`src/rtl/sdram_port_arbiter.sv`:
```
// Shares the single SDRAM request port between the refresh timer, the HPS ioctl
// download buffer and the Next186Lite CPU bus (fixed priority in that order).
module sdram_port_arbiter #(
  parameter int unsigned       ADDR_W      = 21,
  parameter int unsigned       RFSH_CYCLES = 447,
  parameter logic [ADDR_W-1:0] DL_BASE     = 21'h000000
) (
  input  logic              clk_sys,
  input  logic              reset_n,
  input  logic              ioctl_download,
  input  logic              ioctl_wr,
  input  logic [24:0]       ioctl_addr,
  input  logic [7:0]        ioctl_dout,
  output logic              ioctl_wait,
  output logic              dl_err,
  input  logic              cpu_req,
  input  logic              cpu_we,
  input  logic [ADDR_W-1:0] cpu_addr,
  input  logic [7:0]        cpu_din,
  output logic [7:0]        cpu_dout,
  output logic              cpu_ack,
  output logic              mem_req,
  output logic              mem_rfsh,
  output logic              mem_we,
  output logic [ADDR_W-1:0] mem_addr,
  output logic [7:0]        mem_din,
  input  logic [7:0]        mem_dout,
  input  logic              mem_ack
);

  localparam int unsigned CNT_W = (RFSH_CYCLES > 1) ? $clog2(RFSH_CYCLES) : 1;
  localparam logic [CNT_W-1:0] RFSH_LAST = CNT_W'(RFSH_CYCLES - 1);

  typedef enum logic {
    IDLE,
    BUSY
  } state_e;

  typedef enum logic [1:0] {
    OWN_NONE,
    OWN_RFSH,
    OWN_DL,
    OWN_CPU
  } owner_e;

  state_e state_q, state_d;
  owner_e owner_q, owner_d;

  logic [CNT_W-1:0]  rfshCnt_q, rfshCnt_d;
  logic [1:0]        rfshPend_q, rfshPend_d;

  logic              dlFull_q, dlFull_d;
  logic [ADDR_W-1:0] dlAddr_q, dlAddr_d;
  logic [7:0]        dlData_q, dlData_d;
  logic              dlErr_q, dlErr_d;
  logic              dlPrev_q;

  logic              memReq_q, memReq_d;
  logic              memRfsh_q, memRfsh_d;
  logic              memWe_q, memWe_d;
  logic [ADDR_W-1:0] memAddr_q, memAddr_d;
  logic [7:0]        memDin_q, memDin_d;
  logic              cpuAck_q, cpuAck_d;
  logic [7:0]        cpuDout_q, cpuDout_d;

  logic rfshWrap;
  logic rfshGrant;
  logic dlGrant;
  logic cpuGrant;
  logic cpuElig;
  logic dlInRange;
  logic dlAccept;
  logic dlDrop;
  logic dlRise;
  logic dlDone;

  // Grant decisions are only meaningful in IDLE; refresh always wins.
  assign rfshWrap  = (rfshCnt_q == RFSH_LAST);
  assign cpuElig   = cpu_req && !cpuAck_q && !ioctl_download && !dlFull_q;
  assign rfshGrant = (state_q == IDLE) && (rfshPend_q != 2'd0);
  assign dlGrant   = (state_q == IDLE) && (rfshPend_q == 2'd0) && dlFull_q;
  assign cpuGrant  = (state_q == IDLE) && (rfshPend_q == 2'd0) && !dlFull_q && cpuElig;

  assign dlInRange = (ioctl_addr[24:21] == 4'd0);
  assign dlAccept  = ioctl_wr && dlInRange && !dlFull_q;
  assign dlDrop    = ioctl_wr && !dlAccept;
  assign dlRise    = ioctl_download && !dlPrev_q;
  assign dlDone    = (state_q == BUSY) && mem_ack && (owner_q == OWN_DL);

  always_comb begin
    rfshCnt_d  = rfshWrap ? '0 : rfshCnt_q + CNT_W'(1);
    rfshPend_d = rfshPend_q;
    if (rfshWrap && !rfshGrant) begin
      if (rfshPend_q != 2'd3) begin
        rfshPend_d = rfshPend_q + 2'd1;
      end
    end else if (rfshGrant && !rfshWrap) begin
      rfshPend_d = rfshPend_q - 2'd1;
    end
  end

  always_ff @(posedge clk_sys or negedge reset_n) begin
    if (!reset_n) begin
      rfshCnt_q  <= '0;
      rfshPend_q <= 2'd0;
    end else begin
      rfshCnt_q  <= rfshCnt_d;
      rfshPend_q <= rfshPend_d;
    end
  end

  // A dropped write sets dl_err even in the cycle a new download starts.
  always_comb begin
    dlFull_d = dlFull_q;
    dlAddr_d = dlAddr_q;
    dlData_d = dlData_q;
    dlErr_d  = dlErr_q;
    if (dlDone) begin
      dlFull_d = 1'b0;
    end
    if (dlAccept) begin
      dlFull_d = 1'b1;
      dlAddr_d = DL_BASE + ADDR_W'(ioctl_addr[20:0]);
      dlData_d = ioctl_dout;
    end
    if (dlRise) begin
      dlErr_d = 1'b0;
    end
    if (dlDrop) begin
      dlErr_d = 1'b1;
    end
  end

  always_ff @(posedge clk_sys or negedge reset_n) begin
    if (!reset_n) begin
      dlFull_q <= 1'b0;
      dlAddr_q <= '0;
      dlData_q <= 8'd0;
      dlErr_q  <= 1'b0;
      dlPrev_q <= 1'b0;
    end else begin
      dlFull_q <= dlFull_d;
      dlAddr_q <= dlAddr_d;
      dlData_q <= dlData_d;
      dlErr_q  <= dlErr_d;
      dlPrev_q <= ioctl_download;
    end
  end

  always_ff @(posedge clk_sys or negedge reset_n) begin
    if (!reset_n) begin
      state_q <= IDLE;
    end else begin
      state_q <= state_d;
    end
  end

  always_comb begin
    state_d = state_q;
    case (state_q)
      IDLE: begin
        if (rfshGrant || dlGrant || cpuGrant) begin
          state_d = BUSY;
        end
      end
      BUSY: begin
        if (mem_ack) begin
          state_d = IDLE;
        end
      end
      default: state_d = IDLE;
    endcase
  end

  // Memory-side outputs are registered from the winner and frozen while BUSY.
  always_comb begin
    memReq_d  = memReq_q;
    memRfsh_d = memRfsh_q;
    memWe_d   = memWe_q;
    memAddr_d = memAddr_q;
    memDin_d  = memDin_q;
    owner_d   = owner_q;
    cpuAck_d  = 1'b0;
    cpuDout_d = cpuDout_q;
    case (state_q)
      IDLE: begin
        if (rfshGrant) begin
          memReq_d  = 1'b1;
          memRfsh_d = 1'b1;
          memWe_d   = 1'b0;
          memAddr_d = '0;
          memDin_d  = 8'd0;
          owner_d   = OWN_RFSH;
        end else if (dlGrant) begin
          memReq_d  = 1'b1;
          memRfsh_d = 1'b0;
          memWe_d   = 1'b1;
          memAddr_d = dlAddr_q;
          memDin_d  = dlData_q;
          owner_d   = OWN_DL;
        end else if (cpuGrant) begin
          memReq_d  = 1'b1;
          memRfsh_d = 1'b0;
          memWe_d   = cpu_we;
          memAddr_d = cpu_addr;
          memDin_d  = cpu_din;
          owner_d   = OWN_CPU;
        end
      end
      BUSY: begin
        if (mem_ack) begin
          memReq_d  = 1'b0;
          memRfsh_d = 1'b0;
          owner_d   = OWN_NONE;
          if (owner_q == OWN_CPU) begin
            cpuAck_d = 1'b1;
            if (!memWe_q) begin
              cpuDout_d = mem_dout;
            end
          end
        end
      end
      default: begin
        memReq_d  = 1'b0;
        memRfsh_d = 1'b0;
        owner_d   = OWN_NONE;
      end
    endcase
  end

  always_ff @(posedge clk_sys or negedge reset_n) begin
    if (!reset_n) begin
      memReq_q  <= 1'b0;
      memRfsh_q <= 1'b0;
      memWe_q   <= 1'b0;
      memAddr_q <= '0;
      memDin_q  <= 8'd0;
      owner_q   <= OWN_NONE;
      cpuAck_q  <= 1'b0;
      cpuDout_q <= 8'd0;
    end else begin
      memReq_q  <= memReq_d;
      memRfsh_q <= memRfsh_d;
      memWe_q   <= memWe_d;
      memAddr_q <= memAddr_d;
      memDin_q  <= memDin_d;
      owner_q   <= owner_d;
      cpuAck_q  <= cpuAck_d;
      cpuDout_q <= cpuDout_d;
    end
  end

  assign ioctl_wait = dlFull_q;
  assign dl_err     = dlErr_q;
  assign cpu_dout   = cpuDout_q;
  assign cpu_ack    = cpuAck_q;
  assign mem_req    = memReq_q;
  assign mem_rfsh   = memRfsh_q;
  assign mem_we     = memWe_q;
  assign mem_addr   = memAddr_q;
  assign mem_din    = memDin_q;

endmodule

```
`config.mk`:
```
export PLATFORM = sky130hd
export DESIGN_NAME = sdram_port_arbiter
export DESIGN_NICKNAME = d
export VERILOG_FILES = /design/src/rtl/sdram_port_arbiter.sv
export SDC_FILE = /design/constraint.sdc
export NUM_CORES = 1
export LEC_CHECK = 0
export ABC_CLOCK_PERIOD_IN_PS = 1600
export BUFFER_PORTS_ARGS = -buffer_cell sky130_fd_sc_hd__buf_2
export CORE_MARGIN = 1
export CORE_UTILIZATION = 46
export CTS_CLUSTER_SIZE = 10
export DETAILED_ROUTE_END_ITERATION = 12
export MAX_ROUTING_LAYER = met4
export PLACE_DENSITY_LB_ADDON = 0.1
export SETUP_SLACK_MARGIN = 0.3
export SLEW_MARGIN = 20
export SYNTH_ARGS = -nofsm -noshare
export SYNTH_HDL_FRONTEND = slang
export SYNTH_SLANG_ARGS = --single-unit
```
`constraint.sdc`:
```
create_clock -name clk_sys -period 1.6 [get_ports clk_sys]
set_input_delay 0.32 -clock clk_sys [delete_from_list [all_inputs] [get_ports clk_sys]]
set_output_delay 0.32 -clock clk_sys [all_outputs]
set_load 0.005 [all_outputs]
```
# == Yosys cells after proc, flatten, opt, wreduce, memory -nomap -nowiden ==
# Cells that the tools add are included.
# totals
mem_count,0
wordCells,101
input_bits,77
regBits,87
latch_bits,0
ramBits,0
mem_bits_ro,0
# classes
eq_ne,7
n_shift,0
n_mul,0
magnitude_cmp,0
n_addsub,3
div_mod_pow,0
n_bitwise,2
mux,37
reduce_logical,36
# ops
operator,count
$mux W21,3
$mux W8,3
$mux W1,19
$logic_and A1 B1 Y1,16
$mux W2,7
$add A9 B1 Y9 const B,1
$eq A9 B9 Y1 const B,1
$mux W9,1
$reduce_bool A2 Y1,4
$logic_not A1 Y1,7
$pmux W1 S2,3
$reduce_and A2 Y1,3
$eq A2 B2 Y1 const B,2
$logic_not A4 Y1,1
$ne A2 B2 Y1 const B,2
$ne A4 B4 Y1 const B,1
$pmux W2 S2,1
$reduce_and A4 Y1,1
$reduce_bool A3 Y1,1
$add A2 B1 Y2 const B,1
$logic_not A2 Y1,1
$logic_or A1 B1 Y1,2
$ne A2 B1 Y1 const B,1
$not A1 Y1,2
$sub A2 B1 Y2 const B,1

# == Depth between registers and ports, before layout ==
# Gate-level depths: netlist (run 1).
# depth
word_depth,9
ltp_mapped,7
mapped_depth_nobuf,6

# == Worst setup path after synthesis (run 1) ==
# No wires, ideal clock.
# synth_timing
path_kind,flip-flop to flip-flop
from,register rfshPend_q[0]
to,register memAddr_q[10] (netlist: mem_addr[10])
path_stages_with_launch,7
setup_slack_ps,80
n_path_buf,2
arrival_ps,1394
setup_ps,126
required_time_ps,1474
cell_sequence,dfrtp_1 -> nor3_2 -> and2_2 -> buf_8 -> buf_6 -> mux2i_1 -> o2bb2ai_2
# synth_between
elab_chain_len,6
word_cells_on_any_way,11
# synth_rtl
item,line_no,text
"start, declared",50,"logic [1:0] rfshPend_q, rfshPend_d;"
"start signal, assigned",108,rfshPend_q <= rfshPend_d;
$logic_not A2 Y1,"81, 82",
$logic_and A1 B1 Y1,"81, 82",
$logic_and A1 B1 Y1 (2 in a row),82,assign cpuGrant = (state_q == IDLE) && (rfshPend_q == 2'd0) && !dlFull_q && cpuElig;
$reduce_bool A3 Y1 (no line),-,
$reduce_and A2 Y1 (no line),-,
"end signal, assigned",245,memAddr_q <= memAddr_d;
"end, declared",61,"logic [ADDR_W-1:0] memAddr_q, memAddr_d;"
# Parallel ways exist; a longest one is shown, timed or not.
# A chain may end at the register's enable or synchronous reset.

# == Final worst setup path (run 1) ==
# layout_timing
from,register rfshPend_q[0]
to,register memAddr_q[11] (netlist: mem_addr[11])
# Same word-level chain as after synthesis.

==> flow_summary.yaml, run 1 <==
clocking:
  cts_inserted_buffers: 9
  htreeDepth: 3
  path_clk_slew_ns: 0.09
  cts-root-buf: "clkbuf_8"
  clock_sinks: 87
  cts_tree: "built"
  cts_max_path_buffers: 2
  clock_latency_ns: 0.35
synthesis:
  ys.flop_type: "dfrtp_1"
  synthCells: 281
  synth_seq_cells: 87
  synth-edff-count: 0
  synth.distinct_cells: 40
  syn_area_per_cell_um2: 13.9
  yosys_warnings: 0
  async_flop_share_pct: 100
  synth_area_mm2: 0.00390
  synth_nets: 360
  yosysSeqAreaShare_pct: 55.8
layout:
  antenna_cells: 0
  drive_gt1_share_pct: 58.3
  syn_to_final_growth_pct: 38.8
  final_cell_mix: "118 x buf_2, 86 x dfrtp_1, 36 x mux2_4"
  fin_nets: 508
  final_area_mm2: 0.00541
  nFillCells: 649
  final_util_pct: 65.9
  mostFrequentLayoutCell: "buf_2"
power_and_ir_drop:
  p_leak_nw: 2.61
  ir_drop_v: 0.000878
  powerDensity_mw_per_mm2: 1620
detailed_routing:
  drt-total-wl_mm: 8.87
  drtAntennaViolNets: 0
  dr.pass1.iters: 4
  drc: 0
  vias_per_cell: 5.21
  num_vias: 2808
  wl_per_cell_um: 16.5
  first_iter_violations: 57
die:
  std_cell_rows: 33
  io_pins: 120
  die_x_um: 94.1
  core-area_mm2: 0.00822
  start_util_pct: 47.4
  die_h_um: 94.1
  die-area_mm2: 0.00885
global_route:
  grt_pass1_wl_mm: 13.7
  grt_pass1_vias: 2757
  grt_overflow_total: 0
  grt_max_degree: 32
  grt.total_usage_pct: 21.2
  antenna_found_initial: 0
worst_setup_path:
  critPathArrivalTime_ns: 1.82
  reg2regPathDepth: 4
  reg2reg_slack_ns: 0.06
  endpoint_kind: "flop"
  worstPathRequired_ns: 1.88
  critical_path.max_fanout: 14
  startpoint_type: "flop"
  r2r_start: "rfshPend_q[0]"
  critical_path_class: "flop to flop"
  r2r-end: "mem_addr[11]"
job:
  maxCapViolations: 0
timing:
  fin_crit_ns: 1.54
  fin_skew_ns: 0.00908
  period_share_pct: 96.4
  setup_viol: 0
  setup_tns_ns: 0
  drv_slew: 0
  slew_headroom_pct: 78.5
  fin_ws_ns: 0.0572
  hold_violations: 0
  fmax_mhz: 648
  rsz0062_at_grt: "true"
  whs_ns: 0.155
  tightestPinTransition_ns: 0.323
placed_design:
  place_hpwl_mm: 5.88
  pre_cts_ws_ns: 0.0431
  gp_congestion: 0.771
  place_area_mm2: 0.00485
  io_buffers: 119
hold_path:
  min_to: "dlPrev_q"
  hp-start: "ioctl_download"
  min_path_type: "input port to flop"
  whs_path_depth: 1
status:
  status: "complete, no violations"
==> how the worst max path moves through the flow <==
stage          slack [ns]          start           end
2_1_floorplan        0.11  rfshPend_q[1]  mem_addr[10]
3_3_place_gp         0.08        cpu_req    mem_din[6]
3_5_place_dp         0.04        cpu_req    mem_din[2]
4_1_cts              0.07  rfshPend_q[0]    mem_din[1]
5_1_grt              0.02  rfshPend_q[0]  mem_addr[11]
6_report             0.06  rfshPend_q[0]  mem_addr[11]
==> flip-flops by register name, indices dropped and copies added (netlist names), 2 cells and up <==
| signal | flops |
|---|---|
| dlAddr_q | 21 |
| mem_din | 8 |
| mem_addr | 21 |
| rfshPend_q | 2 |
| cpu_dout | 8 |
| owner_q | 2 |
| dlData_q | 8 |
| rfshCnt_q | 9 |
==> area by class of cell <==
type / count / area (um2) / share of cell area (%)
clock buffers: 11 / 151 / 2.80
clock inverters: 5 / 104 / 1.92
inverters: 4 / 15.0 / 0.277
multi-input cells: 175 / 1840 / 33.9
flip-flops and latches: 87 / 2180 / 40.2
well taps: 105 / 131 / 2.43
repair buffers: 152 / 996 / 18.4
==> power by group <==
part / total (mW) / switching [mW] / internal [mW]
registers: 3.54 / 0.547 / 3.00
clock network: 1.89 / 0.767 / 1.12
logic: 3.32 / 1.33 / 2.00
total: 8.76 / 2.64 / 6.12
==> cells in the mapped netlist, types with 2 or more instances <==
library cell | n | area [um2]
xnor2_1 | 2 | 17.5
buf_2 | 7 | 35.0
dfrtp_1 | 87 | 2180
o21ai_1 | 4 | 20.0
nand2_1 | 7 | 26.3
xor2_1 | 2 | 17.5
o22ai_1 | 2 | 12.5
buf_12 | 2 | 40.0
nor2b_1 | 6 | 37.5
mux2i_1 | 28 | 280
inv_1 | 4 | 15.0
and4b_1 | 2 | 20.0
o2bb2ai_1 | 8 | 70.1
clkbuf_1 | 2 | 7.51
nand3_1 | 5 | 25.0
o31ai_1 | 4 | 30.0
o21ai_0 | 10 | 50.1
nand2b_1 | 3 | 18.8
nor2_1 | 11 | 41.3
buf_6 | 3 | 33.8
ha_1 | 2 | 25.0
a21oi_1 | 7 | 35.0
o2bb2ai_2 | 20 | 300
mux2_1 | 37 | 417
==> critical path, stage by stage (launching register included) <==
cell and delay (ns):
dfrtp_1 0.43, or4_4 0.59, nand2b_4 0.17, buf_16 0.18, o2bb2ai_2 0.12
==> cells by family after synthesis <==
logic type / Yosys count / share of synthesized area (%)
AOI/OAI and AO/OA: 59 / 14.1
xor gates and xnor gates: 4 / 0.899
adders and majority gates: 2 / 0.642
buffers and inverters: 19 / 3.75
DFF: 87 / 55.8
muxes: 65 / 17.9
and+or+nand+nor: 45 / 6.90
==> per-stage QoR <==
step,cells,total power [mW]
after floorplan,281,5.41
after global placement,510,6.40
after detailed placement,510,6.49
after CTS,533,8.63
after global routing,539,9.26
final,539,8.76
==> repair_timing <==
action | 4_1_cts | 5_1_grt
setup buffers | 5 | 5
cloned | 1 | 1
endpoints found under the hold margin | 19 | 0
setup endpoints to repair | 76 | 80
hold buffers | 1 | 0
pin swaps | 6 | 4
gates resized for setup | 25 | 23
==> metal layers <==
layer  share of wire (%)  GRT usage (%)  wire length, um
met1                  46           28.4             4060
met2                  49           32.2             4310
met3                 4.0           3.56              351
met4                 1.6           8.21              144
met5                   0              -                0
(Power assumes the default switching activity.)
==> run 2: changes to the inputs <==
--- a/config.mk
+++ b/config.mk
@@ -13,7 +13,7 @@
 export DETAILED_ROUTE_END_ITERATION = 12
 export MAX_ROUTING_LAYER = met4
 export PLACE_DENSITY_LB_ADDON = 0.1
-export SETUP_SLACK_MARGIN = 0.3
+export SETUP_SLACK_MARGIN = 0.02
 export SLEW_MARGIN = 20
 export SYNTH_ARGS = -nofsm -noshare
 export SYNTH_HDL_FRONTEND = slang
==> run 2 against run 1 <==
Against the previous run: core utilization shrank 4.7 points; critical path depth is the same; sequential cell count unchanged; total power is 9.5% lower; clock skew down 0.00062 ns; clock power shrank 8%; global-route usage is 0.57 points lower; register-to-register slack improved by 0.05 ns; first-iteration DRC count up 25%; non-clock buffer count down 8; fmax increased by 3.3%; critical endpoint is now mem_din[3].
==> flow_summary.yaml, run 2 (synthesis gave the netlist of run 1 again) <==
timing:
  tightestPinTransition_ns: 0.370
  setup_viol: 0
  fin_crit_ns: 1.49
  rsz0062_at_grt: "false"
  whs_ns: 0.132
  drv_slew: 0
  fin_skew_ns: 0.00847
  setup_tns_ns: 0
  period_share_pct: 93.4
  hold_violations: 0
  fmax_mhz: 669
  slew_headroom_pct: 75.3
power_and_ir_drop:
  p_leak_nw: 2.39
  ir_drop_v: 0.000817
  powerDensity_mw_per_mm2: 1580
  p_total_mw: 7.92
worst_setup_path:
  critical_path.max_fanout: 19
  worstPathRequired_ns: 1.88
  endpoint_kind: "flop"
  startpoint_type: "flop"
  critical_path_class: "flop to flop"
  critPathArrivalTime_ns: 1.78
die:
  die_h_um: 94.1
  die-area_mm2: 0.00885
  std_cell_rows: 33
  die_x_um: 94.1
  core-area_mm2: 0.00822
  start_util_pct: 47.4
  io_pins: 120
status:
  status: "complete, no violations"
detailed_routing:
  first_iter_violations: 71
  drc: 0
  wl_per_cell_um: 16.0
  vias_per_cell: 5.16
  drt-total-wl_mm: 8.49
  num_vias: 2740
  drtAntennaViolNets: 0
  dr.pass1.iters: 4
placed_design:
  place_hpwl_mm: 6.20
  gp_congestion: 0.768
  io_buffers: 119
layout:
  drive_gt1_share_pct: 43.7
  fin_nets: 500
  final_cell_mix: "118 x buf_2, 87 x dfrtp_1, 37 x mux2_1"
  syn_to_final_growth_pct: 28.9
  antenna_cells: 0
  nFillCells: 697
  mostFrequentLayoutCell: "buf_2"
clocking:
  cts_max_path_buffers: 2
  path_clk_slew_ns: 0.09
  htreeDepth: 3
  clock_latency_ns: 0.35
  cts_inserted_buffers: 9
  cts-root-buf: "clkbuf_8"
  clock_sinks: 87
  cts_tree: "built"
global_route:
  antenna_found_initial: 0
  grt_max_degree: 41
  grt_overflow_total: 0
  grt.total_usage_pct: 20.6
  grt_pass1_wl_mm: 13.3
  grt_pass1_vias: 2676
hold_path:
  min_path_type: "input port to flop"
job:
  maxCapViolations: 0
## run 2: cell count changes in the layout (fill, tap and decap cells not counted), moves of 3 or more
cell | before | now
buf_6 | 4 | 0
inv_6 | 0 | 3
mux2_1 | 1 | 37
mux2_4 | 36 | 0
nor2_1 | 4 | 11
nor2_2 | 6 | 0
o21ai_0 | 4 | 10
o21ai_1 | 8 | 3
o2bb2ai_1 | 2 | 8
o2bb2ai_2 | 26 | 20
## run 2: timing repair
| action | 4_1_cts | 5_1_grt |
|---|---|---|
| gates resized for setup | 0 | 1 |
| endpoints found under the setup margin | 0 | 29 |
| setup buffers | 0 | 1 |
| hold endpoints to repair | 25 | 0 |
| hold buffers | 1 | 0 |
## run 2: where the power goes
| part | switching (mW) | leakage [nW] | internal (mW) |
|---|---|---|---|
| combinational | 1.19 | 1.18 | 1.50 |
| sequential | 0.510 | 1.10 | 2.99 |
| clock | 0.827 | 0.117 | 0.904 |
## run 2: path summary, 6_finish.rpt
path | from | to | slack, ns | depth (start not counted)
max in group asynchronous | reset_n | mem_addr[17] | 0.56 | 3
setup reg to reg | rfshPend_q[0] | mem_din[3] | 0.11 | 4
hold / removal | ioctl_download | dlPrev_q | 0.13 | 1
hold reg to reg | rfshCnt_q[5] | rfshCnt_q[5] | 0.48 | 1
setup / recovery | rfshPend_q[0] | mem_din[3] | 0.11 | 4
min in group asynchronous | reset_n | dlAddr_q[7] | 0.41 | 2
## run 2: final cells by class
cell class | count | area (um2) | share of cell area, %
clock buffers | 9 | 124 | 2.47
clock inverters | 7 | 103 | 2.04
inverters | 4 | 15.0 | 0.299
multi-input cells | 175 | 1590 | 31.7
flip-flops and latches | 87 | 2180 | 43.3
well taps | 105 | 131 | 2.62
repair buffers | 144 | 881 | 17.5
## run 2: per-stage QoR
stage                     utilization [%]  setup WS, ns  cell area (um2)  instances
after detailed placement             57.8        0.0698             4750        512
after CTS                            60.7        0.0657             4980        529
after floorplan                         -        0.0802             3900        281
after global placement               57.8        0.0984             4750        512
after global routing                 61.1        0.0226             5020        531
final                                61.1         0.106             5020        531
## run 2: metal layers
layer / global-route usage [%] / vias up / part of all wire [%]
met1: 26.2 / 1361 / 44
met2: 33.2 / 70 / 50
li1: - / 1302 / -
met5: - / - / 0
met4: 5.38 / 0 / 0.92
met3: 5.02 / 7 / 4.6
## run 2: critical path, cell delays in order (launching register included)
cell and delay (ns):
dfrtp_1 0.42, or4_4 0.56, nand2b_2 0.13, buf_12 0.18
o2bb2ai_1 0.13
